[src/rtl/stopwatch_pkg.sv]
// Shared types and defaults for the stopwatch control slice.
package stopwatch_pkg;

  localparam int unsigned CLK_HZ_DEFAULT  = 50_000_000;
  localparam int unsigned TICK_HZ_DEFAULT = 100;

  typedef enum logic [1:0] {
    IDLE = 2'd0,
    RUN  = 2'd1,
    LAP  = 2'd2,
    STOP = 2'd3
  } sw_state_e;

  // States in which the prescaler advances and the digits see clken.
  function automatic logic is_counting(input sw_state_e s);
    return (s == RUN) || (s == LAP);
  endfunction

endpackage

[src/rtl/stopwatch_ctrl_if.sv]
// Button, carry and digit-chain control signals of the stopwatch controller.
interface stopwatch_ctrl_if;

  logic                   btn_ss;
  logic                   btn_lap;
  logic                   carry_top;
  logic                   tick_en;
  logic                   cnt_reset;
  logic                   freeze;
  logic                   running;
  logic                   overflow;
  stopwatch_pkg::sw_state_e state;

  // Controller side: takes buttons and carry, drives the digit chain.
  modport master (
    input  btn_ss, btn_lap, carry_top,
    output tick_en, cnt_reset, freeze, running, overflow, state
  );

  // Environment side: debouncers, digit chain and display.
  modport slave (
    output btn_ss, btn_lap, carry_top,
    input  tick_en, cnt_reset, freeze, running, overflow, state
  );

endinterface

[src/rtl/btn_edge.sv]
// Two-flop synchroniser plus rising-edge detector for one button level.
module btn_edge (
  input  logic clk,
  input  logic reset,
  input  logic level,
  output logic ev_c
);

  logic sync1_q;
  logic sync2_q;
  logic prev_q;

  // Synchronise the asynchronous level and keep one stage of history.
  always_ff @(posedge clk) begin
    if (reset) begin
      sync1_q <= 1'b0;
      sync2_q <= 1'b0;
      prev_q  <= 1'b0;
    end else begin
      sync1_q <= level;
      sync2_q <= sync1_q;
      prev_q  <= sync2_q;
    end
  end

  // One-clock pulse on the synchronised rising edge; a held button fires once.
  assign ev_c = sync2_q & ~prev_q;

endmodule

[src/rtl/stopwatch_ctrl.sv]
// Stopwatch control FSM: button events, count prescaler and digit-chain control.
module stopwatch_ctrl
  import stopwatch_pkg::*;
#(
  parameter int unsigned CLK_HZ  = CLK_HZ_DEFAULT,
  parameter int unsigned TICK_HZ = TICK_HZ_DEFAULT
) (
  input logic              clk,
  input logic              reset,
  stopwatch_ctrl_if.master sw
);

  localparam int unsigned DIV = CLK_HZ / TICK_HZ;
  localparam int unsigned PW  = (DIV > 2) ? $clog2(DIV) : 1;

  // A prescaler shorter than two clocks cannot produce a pulsed clken.
  if (DIV < 2) begin : g_div_check
    $error("stopwatch_ctrl: CLK_HZ/TICK_HZ must be at least 2");
  end

  logic          ss_ev_c;
  logic          lap_ev_c;
  logic          counting_c;
  logic          wrap_c;

  sw_state_e     state_q;
  logic [PW-1:0] presc_q;
  logic          tick_en_q;
  logic          cnt_reset_q;
  logic          freeze_q;
  logic          running_q;
  logic          overflow_q;

  btn_edge u_ss_edge (
    .clk   (clk),
    .reset (reset),
    .level (sw.btn_ss),
    .ev_c  (ss_ev_c)
  );

  btn_edge u_lap_edge (
    .clk   (clk),
    .reset (reset),
    .level (sw.btn_lap),
    .ev_c  (lap_ev_c)
  );

  assign counting_c = is_counting(state_q);
  assign wrap_c     = (presc_q == PW'(DIV - 1));

  // State, prescaler and all registered outputs; outputs move with the state.
  always_ff @(posedge clk) begin
    if (reset) begin
      state_q     <= IDLE;
      presc_q     <= '0;
      tick_en_q   <= 1'b0;
      cnt_reset_q <= 1'b1;
      freeze_q    <= 1'b0;
      running_q   <= 1'b0;
      overflow_q  <= 1'b0;
    end else begin
      // Wrap decided on the current state, so a tick coinciding with a stop is kept.
      tick_en_q   <= counting_c && wrap_c;
      cnt_reset_q <= 1'b0;

      if (counting_c) begin
        presc_q <= wrap_c ? '0 : presc_q + PW'(1);
      end else if (state_q == IDLE) begin
        presc_q <= '0;
      end

      case (state_q)
        IDLE: begin
          if (ss_ev_c) begin
            state_q   <= RUN;
            running_q <= 1'b1;
            freeze_q  <= 1'b0;
          end
        end
        RUN, LAP: begin
          if (sw.carry_top) begin
            state_q    <= STOP;
            overflow_q <= 1'b1;
            running_q  <= 1'b0;
            freeze_q   <= 1'b0;
          end else if (ss_ev_c) begin
            state_q   <= STOP;
            running_q <= 1'b0;
            freeze_q  <= 1'b0;
          end else if (lap_ev_c) begin
            state_q  <= (state_q == RUN) ? LAP : RUN;
            freeze_q <= (state_q == RUN);
          end
        end
        STOP: begin
          if (ss_ev_c) begin
            state_q   <= RUN;
            running_q <= 1'b1;
          end else if (lap_ev_c) begin
            state_q     <= IDLE;
            cnt_reset_q <= 1'b1;
            overflow_q  <= 1'b0;
            presc_q     <= '0;
          end
        end
        default: begin
          state_q   <= IDLE;
          running_q <= 1'b0;
          freeze_q  <= 1'b0;
        end
      endcase
    end
  end

  assign sw.tick_en   = tick_en_q;
  assign sw.cnt_reset = cnt_reset_q;
  assign sw.freeze    = freeze_q;
  assign sw.running   = running_q;
  assign sw.overflow  = overflow_q;
  assign sw.state     = state_q;

endmodule

[src/flat_wrapper.sv]
// flat-port wrapper written by rule: the top's interface ports become plain ports
module stopwatch_ctrl_flat import stopwatch_pkg::*;
#(
  parameter int unsigned CLK_HZ  = CLK_HZ_DEFAULT,
  parameter int unsigned TICK_HZ = TICK_HZ_DEFAULT
)
  (clk, reset, sw_btn_ss, sw_btn_lap, sw_carry_top, sw_tick_en, sw_cnt_reset, sw_freeze, sw_running, sw_overflow, sw_state);
  stopwatch_ctrl_if sw_i ();
  input logic clk;
  input logic reset;
  input wire logic [$bits(sw_i.btn_ss)-1:0] sw_btn_ss;
  input wire logic [$bits(sw_i.btn_lap)-1:0] sw_btn_lap;
  input wire logic [$bits(sw_i.carry_top)-1:0] sw_carry_top;
  output wire logic [$bits(sw_i.tick_en)-1:0] sw_tick_en;
  output wire logic [$bits(sw_i.cnt_reset)-1:0] sw_cnt_reset;
  output wire logic [$bits(sw_i.freeze)-1:0] sw_freeze;
  output wire logic [$bits(sw_i.running)-1:0] sw_running;
  output wire logic [$bits(sw_i.overflow)-1:0] sw_overflow;
  output wire logic [$bits(sw_i.state)-1:0] sw_state;
  assign sw_i.btn_ss = sw_btn_ss;
  assign sw_i.btn_lap = sw_btn_lap;
  assign sw_i.carry_top = sw_carry_top;
  assign sw_tick_en = sw_i.tick_en;
  assign sw_cnt_reset = sw_i.cnt_reset;
  assign sw_freeze = sw_i.freeze;
  assign sw_running = sw_i.running;
  assign sw_overflow = sw_i.overflow;
  assign sw_state = sw_i.state;
  stopwatch_ctrl #(.CLK_HZ(CLK_HZ), .TICK_HZ(TICK_HZ)) u_core (.clk(clk), .reset(reset), .sw(sw_i));
endmodule
[config.mk]
export PLATFORM = sky130hd
export DESIGN_NAME = stopwatch_ctrl_flat
export DESIGN_NICKNAME = d
export VERILOG_FILES = /design/src/rtl/stopwatch_pkg.sv /design/src/rtl/stopwatch_ctrl_if.sv /design/src/rtl/btn_edge.sv /design/src/rtl/stopwatch_ctrl.sv /design/src/flat_wrapper.sv
export SDC_FILE = /design/constraint.sdc
export NUM_CORES = 1
export LEC_CHECK = 0
export CELL_PAD_IN_SITES_DETAIL_PLACEMENT = 1
export CELL_PAD_IN_SITES_GLOBAL_PLACEMENT = 1
export CORE_UTILIZATION = 47
export CTS_CLUSTER_DIAMETER = 30
export DETAILED_ROUTE_END_ITERATION = 7
export PLACE_DENSITY = 0.92
export SLEW_MARGIN = 40
export SYNTH_ARGS = -nofsm -noshare
export SYNTH_HDL_FRONTEND = slang
export SYNTH_SLANG_ARGS = --single-unit
[constraint.sdc]
create_clock -name clk -period 3.63 [get_ports clk]
set_clock_uncertainty 0.2 [all_clocks]
set_input_delay 0.9075 -clock clk [delete_from_list [all_inputs] [get_ports clk]]
set_output_delay 0.9075 -clock clk [all_outputs]
set_load 0.03 [all_outputs]
==> results of run 1 <==
[worst register-to-register path, cell delays in order (launching register included)]
cell and delay, ns:
dfxtp_1 0.40, inv_1 0.08, ha_1 0.63, o211a_1 0.63
o21ai_0 0.23, a31oi_1 0.19
[synth_stat cells, types with 3 or more instances]
master / instances / area share
a21oi_1: 9 / 0.028
a22oi_1: 4 / 0.019
a31oi_1: 15 / 0.059
and3_1: 3 / 0.012
buf_2: 3 / 0.0094
clkbuf_1: 3 / 0.0071
dfxtp_1: 32 / 0.40
ha_1: 4 / 0.031
inv_1: 3 / 0.0071
mux2i_1: 4 / 0.025
nand2_1: 19 / 0.045
nand3_1: 8 / 0.025
nand3b_1: 3 / 0.014
nand4_1: 6 / 0.024
nor2_1: 13 / 0.031
nor2b_1: 9 / 0.035
nor3_1: 3 / 0.0094
nor3b_1: 3 / 0.014
nor4b_1: 3 / 0.017
o21a_1: 3 / 0.014
o21ai_0: 4 / 0.013
[cell families (layout without fill, tap and decap cells)]
kind of cell               count (synthesis)  in the layout  share of synthesized area
AOI/OAI and AO/OA                         44             44                      0.179
DFF                                       32             32                      0.403
and+or+nand+nor                           85             85                      0.316
buffers and inverters                     12             25                     0.0338
adders and majority gates                  4              4                     0.0315
xor gates and xnor gates                   2              2                     0.0110
muxes                                      4              4                     0.0252
[layer usage]
layer	GRT usage	vias to the layer above	wire length (um)
met5	0	-	0
met4	0.0997	0	72
met3	0.0584	8	86
met2	0.457	20	2130
met1	0.341	713	1850
li1	-	701	-
[through the flow]
step	hold slack [ns]	utilization	setup WS, ns	instances
5_1_grt	0.274	0.573	0.818	240
3_3_place_gp	0.222	0.554	0.831	232
4_1_cts	0.260	0.573	1.00	240
6_report	0.252	0.573	0.993	240
2_1_floorplan	0.214	-	1.48	183
3_5_place_dp	0.233	0.554	0.664	232
[worst paths after layout]
check / from / endpoint / slack, ns / cells after the start
max: reset / u_core.presc_q[7]$_SDFF_PP0_ / 0.99 / 5
max reg2reg: u_core.sw.state[1]$_SDFFE_PP0P_ / u_core.presc_q[7]$_SDFF_PP0_ / 1.20 / 5
min: u_core.u_lap_edge.sync1_q$_SDFF_PP0_ / u_core.u_lap_edge.sync2_q$_SDFF_PP0_ / 0.25 / 1
min reg2reg: u_core.u_lap_edge.sync1_q$_SDFF_PP0_ / u_core.u_lap_edge.sync2_q$_SDFF_PP0_ / 0.25 / 1
[final cells by class]
cell class | count | area [um2]
clock inverter | 2 | 10.0
sequential | 32 | 641
tap | 44 | 55.1
fill | 375 | 1340
inverter | 4 | 15.0
multi-input combinational | 139 | 896
clock buffer | 6 | 51.3
timing repair buffer | 13 | 125
[where the power goes]
group          total (mW)  internal (mW)  switching, mW  leakage, nW
Sequential          0.370          0.361        0.00911        0.260
Combinational       0.127         0.0480         0.0788        0.300
Clock               0.214         0.0920          0.122       0.0380
Total               0.711          0.501          0.210        0.598
==> impl_results.html, run 1 <==
<table>
<tr><th>Metric</th><th>Value</th></tr>
<tr><th colspan="2">Routing</th></tr>
<tr><td>Routed Antenna Nets</td><td>0</td></tr>
<tr><td>DR vias</td><td>1442</td></tr>
<tr><td>Total wirelength of the detailed-routed design</td><td>4130 um</td></tr>
<tr><td>Length of the first detailed-routing pass in iterations</td><td>4</td></tr>
<tr><td>Ratio of routed vias to standard cells</td><td>about 6.0</td></tr>
<tr><td>Violation count after the first detailed-routing iteration</td><td>45</td></tr>
<tr><td>Post-route DRC</td><td>0</td></tr>
<tr><td>Avg WL per Cell</td><td>about 17 um</td></tr>
<tr><th colspan="2">Synth</th></tr>
<tr><td>Number of distinct standard cells referenced by the synthesized netlist</td><td>50</td></tr>
<tr><td>Leading register cell type out of synthesis</td><td>dfxtp_1</td></tr>
<tr><td>Share of the yosys chip area belonging to registers</td><td>0.403</td></tr>
<tr><td>Post-synthesis register bit count</td><td>32</td></tr>
<tr><td>Post-synth EDFFs</td><td>0</td></tr>
<tr><td>Number of standard cells after synthesis</td><td>about 180</td></tr>
<tr><td>Proportion of register bits with asynchronous set or reset after synthesis</td><td>0</td></tr>
<tr><td>Average cell area after synthesis</td><td>8.69 um2</td></tr>
<tr><td>Synthesized cell area</td><td>between 1500 and 2000 um2</td></tr>
<tr><td>Net count after synthesis</td><td>192</td></tr>
<tr><td>Number of warnings printed during yosys synthesis</td><td>0</td></tr>
<tr><th colspan="2">Flow run</th></tr>
<tr><td>Maximum Capacitance Violations</td><td>0</td></tr>
<tr><th colspan="2">GRT</th></tr>
<tr><td>Overall overflow remaining after global route</td><td>0</td></tr>
<tr><td>Total routing usage reported by global routing</td><td>0.273</td></tr>
<tr><td>Via count of the first global-routing pass</td><td>1462</td></tr>
<tr><td>Wire length of the first global-routing pass</td><td>7220 um</td></tr>
<tr><td>Maximum number of pins on one net before global-route repair</td><td>21</td></tr>
<tr><td>Number of antenna violations at the first check in global routing</td><td>0</td></tr>
<tr><th colspan="2">Clock tree</th></tr>
<tr><td>Clock tree from TritonCTS</td><td>yes</td></tr>
<tr><td>Number of buffers between clock root and the deepest sink</td><td>2</td></tr>
<tr><td>Post-CTS Resized</td><td>0</td></tr>
<tr><td>Hold Buf Count CTS</td><td>0</td></tr>
<tr><td>Buffer count from post-CTS setup fixing</td><td>0</td></tr>
<tr><td>CTS H-tree depth</td><td>2</td></tr>
<tr><td>Num CTS Buffers</td><td>5</td></tr>
<tr><td>Clock insertion delay at the later pin of the skew report</td><td>0.34 ns</td></tr>
<tr><td>Clock-pin slew on the worst setup and hold paths</td><td>0.10 ns</td></tr>
<tr><td>Clock net sink count</td><td>32</td></tr>
<tr><td>Master cell of the clock root buffer</td><td>clkbuf_4</td></tr>
<tr><th colspan="2">Worst setup path</th></tr>
<tr><td>Critical path launch point type</td><td>input pin</td></tr>
<tr><td>Crit path capture type</td><td>register</td></tr>
<tr><td>Required time worst endpoint</td><td>roughly 3.7 ns</td></tr>
<tr><td>Ordered cell list for the critical path</td><td>clkdlybuf4s50_1 &gt; a31oi_1 &gt; o211a_1 &gt; o21ai_0 &gt; a31oi_1</td></tr>
<tr><td>Class of the most critical setup path</td><td>input pin to register</td></tr>
<tr><td>Worst path top cell family by delay</td><td>compound AO/OA/AOI/OAI gates</td></tr>
<tr><td>CP dominant cell by count</td><td>a31oi_1</td></tr>
<tr><td>Signal arrival time at the worst endpoint</td><td>2.71 ns</td></tr>
<tr><td>Buffering stage count on the worst path with inverters included</td><td>1</td></tr>
<tr><td>Largest fanout on the critical path</td><td>20</td></tr>
<tr><td>Highest cell delay on the worst timing path</td><td>slightly above 0.6 ns</td></tr>
<tr><td>Critical-path cell with the highest stage delay</td><td>o211a_1</td></tr>
<tr><th colspan="2">Cells and area</th></tr>
<tr><td>Register with the most flip-flops</td><td>u_core.presc_q</td></tr>
<tr><td>Most common cell after layout, fill and taps aside</td><td>dfxtp_1</td></tr>
<tr><td>Synthesis-to-finish area growth</td><td>12.7%</td></tr>
<tr><td>Post-route cell area</td><td>roughly 1800 um2</td></tr>
<tr><td>Nets</td><td>204</td></tr>
<tr><td>Diode count</td><td>0</td></tr>
<tr><td>Most used cells in the layout excluding fill and tap cells</td><td>dfxtp_1, nand2_1, a31oi_1, nor2_1, clkdlybuf4s50_1</td></tr>
<tr><td>Fraction of layout cells with a size suffix above 1</td><td>0.107</td></tr>
<tr><td>Flip-flop count of the largest register after layout</td><td>19</td></tr>
<tr><th colspan="2">Pwr</th></tr>
<tr><td>Worst vdd rail ir drop</td><td>0.222 mV</td></tr>
<tr><td>Leak</td><td>0.598 nW</td></tr>
<tr><td>Total power density per cell area</td><td>~400 nW/um2</td></tr>
<tr><td>PnR Total Power</td><td>0.711 mW</td></tr>
<tr><th colspan="2">Floorplan</th></tr>
<tr><td>Core region area</td><td>about 3100 um2</td></tr>
<tr><td>Area of the die</td><td>around 3600 um2</td></tr>
<tr><td>Cell row count</td><td>20</td></tr>
<tr><td>Die width</td><td>60.2 um</td></tr>
<tr><td>Effective utilization at floorplan</td><td>0.508</td></tr>
<tr><td>Chip Height</td><td>roughly 60 um</td></tr>
<tr><td>Number of I/O pins</td><td>12</td></tr>
<tr><th colspan="2">Placement</th></tr>
<tr><td>Cell Area, Placed</td><td>1730 um2</td></tr>
<tr><td>Final weighted congestion in routability-driven placement</td><td>0.811</td></tr>
<tr><td>Number of port buffers</td><td>11</td></tr>
<tr><td>DP HPWL</td><td>between 3000 and 4000 um</td></tr>
<tr><th colspan="2">STA</th></tr>
<tr><td>RSZ-0062 raised after global routing</td><td>false</td></tr>
<tr><td>Slew @ Worst Pin</td><td>about 0.6 ns</td></tr>
<tr><td>Period utilization</td><td>0.726</td></tr>
<tr><td>Max_slew headroom</td><td>0.611</td></tr>
<tr><td>Number of max-slew violations in the final report</td><td>0</td></tr>
<tr><td>Final setup vio count</td><td>0</td></tr>
<tr><td>Endpoints failing hold</td><td>0</td></tr>
<tr><td>Final worst path period need</td><td>2.64 ns</td></tr>
<tr><td>Achievable frequency</td><td>379 MHz</td></tr>
<tr><td>Final setup TNS</td><td>0 ns</td></tr>
<tr><th colspan="2">Worst hold path</th></tr>
<tr><td>Worst hold path class</td><td>register to register</td></tr>
<tr><th colspan="2">Run status</th></tr>
<tr><td>Run status</td><td>completed</td></tr>
</table>
Power figures use the tool's default switching activity.
==> run 2, diff against run 1 <==
Settings changed: CORE_UTILIZATION 47 to 39, PLACE_DENSITY 0.92 to 0.83.
Clock period 3.63 ns to 2.36 ns, I/O delays scaled along.
==> run 2 against run 1 <==
  * Total power increased by 72%
  * Combinational power increased by 72%
  * Sequential power increased by 53%
  * Wire length decreased by 2.2%
  * Critical path depth increased by 1
  * Cell count increased by 3.8%
  * Largest cell class unchanged
  * Non-clock buffer count increased by 5
  * Cell area increased by 5.7%
  * Global-route usage decreased by 5.5 points
  * Via count increased by 2.6%
==> impl_results.html, run 2 (synthesis gave the netlist of run 1 again) <==
<table>
<tr><th>Metric</th><th>Value</th></tr>
<tr><th colspan="2">Cells and area</th></tr>
<tr><td>Layout fillers</td><td>431 (+15%)</td></tr>
<tr><td>Nets</td><td>209 (+2.5%)</td></tr>
<tr><td>Most common cell after layout, fill and taps aside</td><td>dfxtp_1</td></tr>
<tr><td>Fraction of layout cells with a size suffix above 1</td><td>0.134 (+0.0272)</td></tr>
<tr><td>Synthesis-to-finish area growth</td><td>19.2%</td></tr>
<tr><td>Flip-flop count of the largest register after layout</td><td>19 (unchanged)</td></tr>
<tr><td>Finished Core Util</td><td>0.503 (-0.0705)</td></tr>
<tr><td>Most used cells in the layout excluding fill and tap cells</td><td>dfxtp_1, nand2_1, a31oi_1, nor2_1, clkdlybuf4s50_1</td></tr>
<tr><td>Diode count</td><td>0 (unchanged)</td></tr>
<tr><td>Register with the most flip-flops</td><td>u_core.presc_q</td></tr>
<tr><th colspan="2">Routing</th></tr>
<tr><td>Violation count after the first detailed-routing iteration</td><td>60 (+33%)</td></tr>
<tr><td>Post-route DRC</td><td>0 (unchanged)</td></tr>
<tr><td>Routed Antenna Nets</td><td>0 (unchanged)</td></tr>
<tr><td>Length of the first detailed-routing pass in iterations</td><td>4 (unchanged)</td></tr>
<tr><td>DR vias</td><td>1480 (+2.6%)</td></tr>
<tr><td>Avg WL per Cell</td><td>16.2 um (-5.8%)</td></tr>
<tr><td>Ratio of routed vias to standard cells</td><td>5.94 (-1.1%)</td></tr>
<tr><td>Total wirelength of the detailed-routed design</td><td>4040 um (-2.2%)</td></tr>
<tr><th colspan="2">Floorplan</th></tr>
<tr><td>Number of I/O pins</td><td>12 (unchanged)</td></tr>
<tr><td>Die width</td><td>65.9 um (+9.4%)</td></tr>
<tr><td>Effective utilization at floorplan</td><td>0.422 (-0.0867)</td></tr>
<tr><td>Chip Height</td><td>65.9 um (+9.4%)</td></tr>
<tr><td>Core region area</td><td>3770 um2 (+21%)</td></tr>
<tr><td>Cell row count</td><td>22 (+10%)</td></tr>
<tr><td>Area of the die</td><td>4340 um2 (+20%)</td></tr>
<tr><th colspan="2">Clock tree</th></tr>
<tr><td>Clock net sink count</td><td>32 (unchanged)</td></tr>
<tr><td>Clock tree from TritonCTS</td><td>yes</td></tr>
<tr><td>Clock insertion delay at the later pin of the skew report</td><td>0.29 ns (-0.05 ns)</td></tr>
<tr><td>Hold Buf Count CTS</td><td>0 (unchanged)</td></tr>
<tr><td>Master cell of the clock root buffer</td><td>clkbuf_8</td></tr>
<tr><td>Post-CTS Resized</td><td>0 (unchanged)</td></tr>
<tr><td>Buffer count from post-CTS setup fixing</td><td>0 (unchanged)</td></tr>
<tr><td>Num CTS Buffers</td><td>5 (unchanged)</td></tr>
<tr><td>Clock-pin slew on the worst setup and hold paths</td><td>0.07 ns (-0.03 ns)</td></tr>
<tr><td>CTS H-tree depth</td><td>2 (unchanged)</td></tr>
<tr><td>Number of buffers between clock root and the deepest sink</td><td>2 (unchanged)</td></tr>
<tr><th colspan="2">STA</th></tr>
<tr><td>Setup slack after layout</td><td>0.172 ns (-0.821 ns)</td></tr>
<tr><td>Final setup TNS</td><td>0 ns (unchanged)</td></tr>
<tr><td>Endpoints failing hold</td><td>0 (unchanged)</td></tr>
<tr><td>Max_slew headroom</td><td>0.687 (+0.0767)</td></tr>
<tr><td>Achievable frequency</td><td>~460 MHz</td></tr>
<tr><td>Number of max-slew violations in the final report</td><td>0 (unchanged)</td></tr>
<tr><td>Slew @ Worst Pin</td><td>0.465 ns (-0.119 ns)</td></tr>
<tr><td>Final setup vio count</td><td>0 (unchanged)</td></tr>
<tr><td>Period utilization</td><td>0.927</td></tr>
<tr><td>RSZ-0062 raised after global routing</td><td>false</td></tr>
<tr><td>Final worst path period need</td><td>2.19 ns</td></tr>
<tr><th colspan="2">GRT</th></tr>
<tr><td>Maximum number of pins on one net before global-route repair</td><td>21 (unchanged)</td></tr>
<tr><td>Via count of the first global-routing pass</td><td>1473 (+0.75%)</td></tr>
<tr><td>Number of antenna violations at the first check in global routing</td><td>0 (unchanged)</td></tr>
<tr><td>Wire length of the first global-routing pass</td><td>7040 um (-2.5%)</td></tr>
<tr><td>Total routing usage reported by global routing</td><td>0.218 (-0.0545)</td></tr>
<tr><td>Overall overflow remaining after global route</td><td>0 (unchanged)</td></tr>
<tr><th colspan="2">Pwr</th></tr>
<tr><td>Leak</td><td>0.656 nW (+9.6%)</td></tr>
<tr><td>Portion of total power attributed to combinational logic</td><td>0.179 (about the same)</td></tr>
<tr><td>Clk network pwr share</td><td>0.356 (+0.055)</td></tr>
<tr><td>Sw Ratio</td><td>0.279 (-0.0166)</td></tr>
<tr><td>Sequential fraction of design power</td><td>0.465 (-0.056)</td></tr>
<tr><td>Switch Pwr</td><td>0.340 mW (+62%)</td></tr>
<tr><td>Total power density per cell area</td><td>644 nW/um2 (+62%)</td></tr>
<tr><td>Internal portion of total power</td><td>0.880 mW (+76%)</td></tr>
<tr><td>Worst vdd rail ir drop</td><td>0.504 mV (+130%)</td></tr>
<tr><th colspan="2">Placement</th></tr>
<tr><td>Final weighted congestion in routability-driven placement</td><td>0.839 (+3.4%)</td></tr>
<tr><td>DP HPWL</td><td>2990 um (-1.7%)</td></tr>
<tr><td>Number of port buffers</td><td>11 (unchanged)</td></tr>
<tr><td>Placement-stage worst setup slack</td><td>0.0452 ns (-0.619 ns)</td></tr>
<tr><th colspan="2">Flow run</th></tr>
<tr><td>Maximum Capacitance Violations</td><td>0 (unchanged)</td></tr>
<tr><th colspan="2">Run status</th></tr>
<tr><td>Run status</td><td>completed</td></tr>
<tr><th colspan="2">Worst setup path</th></tr>
<tr><td>Required time worst endpoint</td><td>2.34 ns (-1.37 ns)</td></tr>
<tr><td>Largest fanout on the critical path</td><td>5 (-75%)</td></tr>
<tr><td>Class of the most critical setup path</td><td>register to register</td></tr>
<tr><td>Crit path capture type</td><td>register</td></tr>
<tr><td>Critical path launch point type</td><td>register</td></tr>
<tr><td>Signal arrival time at the worst endpoint</td><td>2.17 ns (-0.54 ns)</td></tr>
<tr><th colspan="2">Worst hold path</th></tr>
<tr><td>Worst hold path class</td><td>register to register</td></tr>
</table>
[run 2: cell type report]
class | count | area [um2] | share of cell area
clock inverter | 2 | 10.0 | 0.00528
multi-input combinational | 139 | 912 | 0.481
clock buffer | 6 | 82.6 | 0.0436
sequential | 32 | 641 | 0.338
timing repair buffer | 18 | 175 | 0.0924
inverter | 4 | 15.0 | 0.00792
tap | 48 | 60.1 | 0.0317
[run 2: layer usage]
metal | track usage | part of all wire
met1 | 0.260 | 0.44
met2 | 0.367 | 0.50
met3 | 0.0517 | 0.041
met4 | 0.101 | 0.022
met5 | 0 | 0
[run 2: worst paths after layout]
kind                                                            from                                   end  slack (ns)  cells after the start
worst max-delay path                    u_core.presc_q[1]$_SDFF_PP0_         u_core.presc_q[12]$_SDFF_PP0_        0.17                      6
worst min-delay path            u_core.u_lap_edge.sync1_q$_SDFF_PP0_  u_core.u_lap_edge.sync2_q$_SDFF_PP0_        0.26                      1
worst max register to register          u_core.presc_q[1]$_SDFF_PP0_         u_core.presc_q[12]$_SDFF_PP0_        0.17                      6
worst min register to register  u_core.u_lap_edge.sync1_q$_SDFF_PP0_  u_core.u_lap_edge.sync2_q$_SDFF_PP0_        0.26                      1
[run 2: stage by stage]
step	total power, mW	cell area (um2)	std cells	hold WS (ns)
final	1.22	1900	249	0.256
after global routing	1.28	1900	249	0.279
after CTS	1.23	1880	249	0.258
after detailed placement	0.793	1790	241	0.248
after global placement	0.783	1790	241	0.225
after floorplan	0.716	1590	183	0.214
[run 2: power groups by stage]
stage | logic [mW] | clock network [mW] | registers (mW)
after floorplan | 0.120 | 0 | 0.596
after global placement | 0.205 | 0 | 0.577
after detailed placement | 0.214 | 0 | 0.580
after CTS | 0.217 | 0.445 | 0.567
after global routing | 0.240 | 0.471 | 0.569
final | 0.219 | 0.434 | 0.567
[run 2: worst max-delay path: stages, from the launching register on]
cell and delay (ns):
dfxtp_1 0.42, ha_1 0.26, nand4_1 0.25, nor2_4 0.23, nand4_1 0.18, and3_1 0.26, o31a_1 0.29
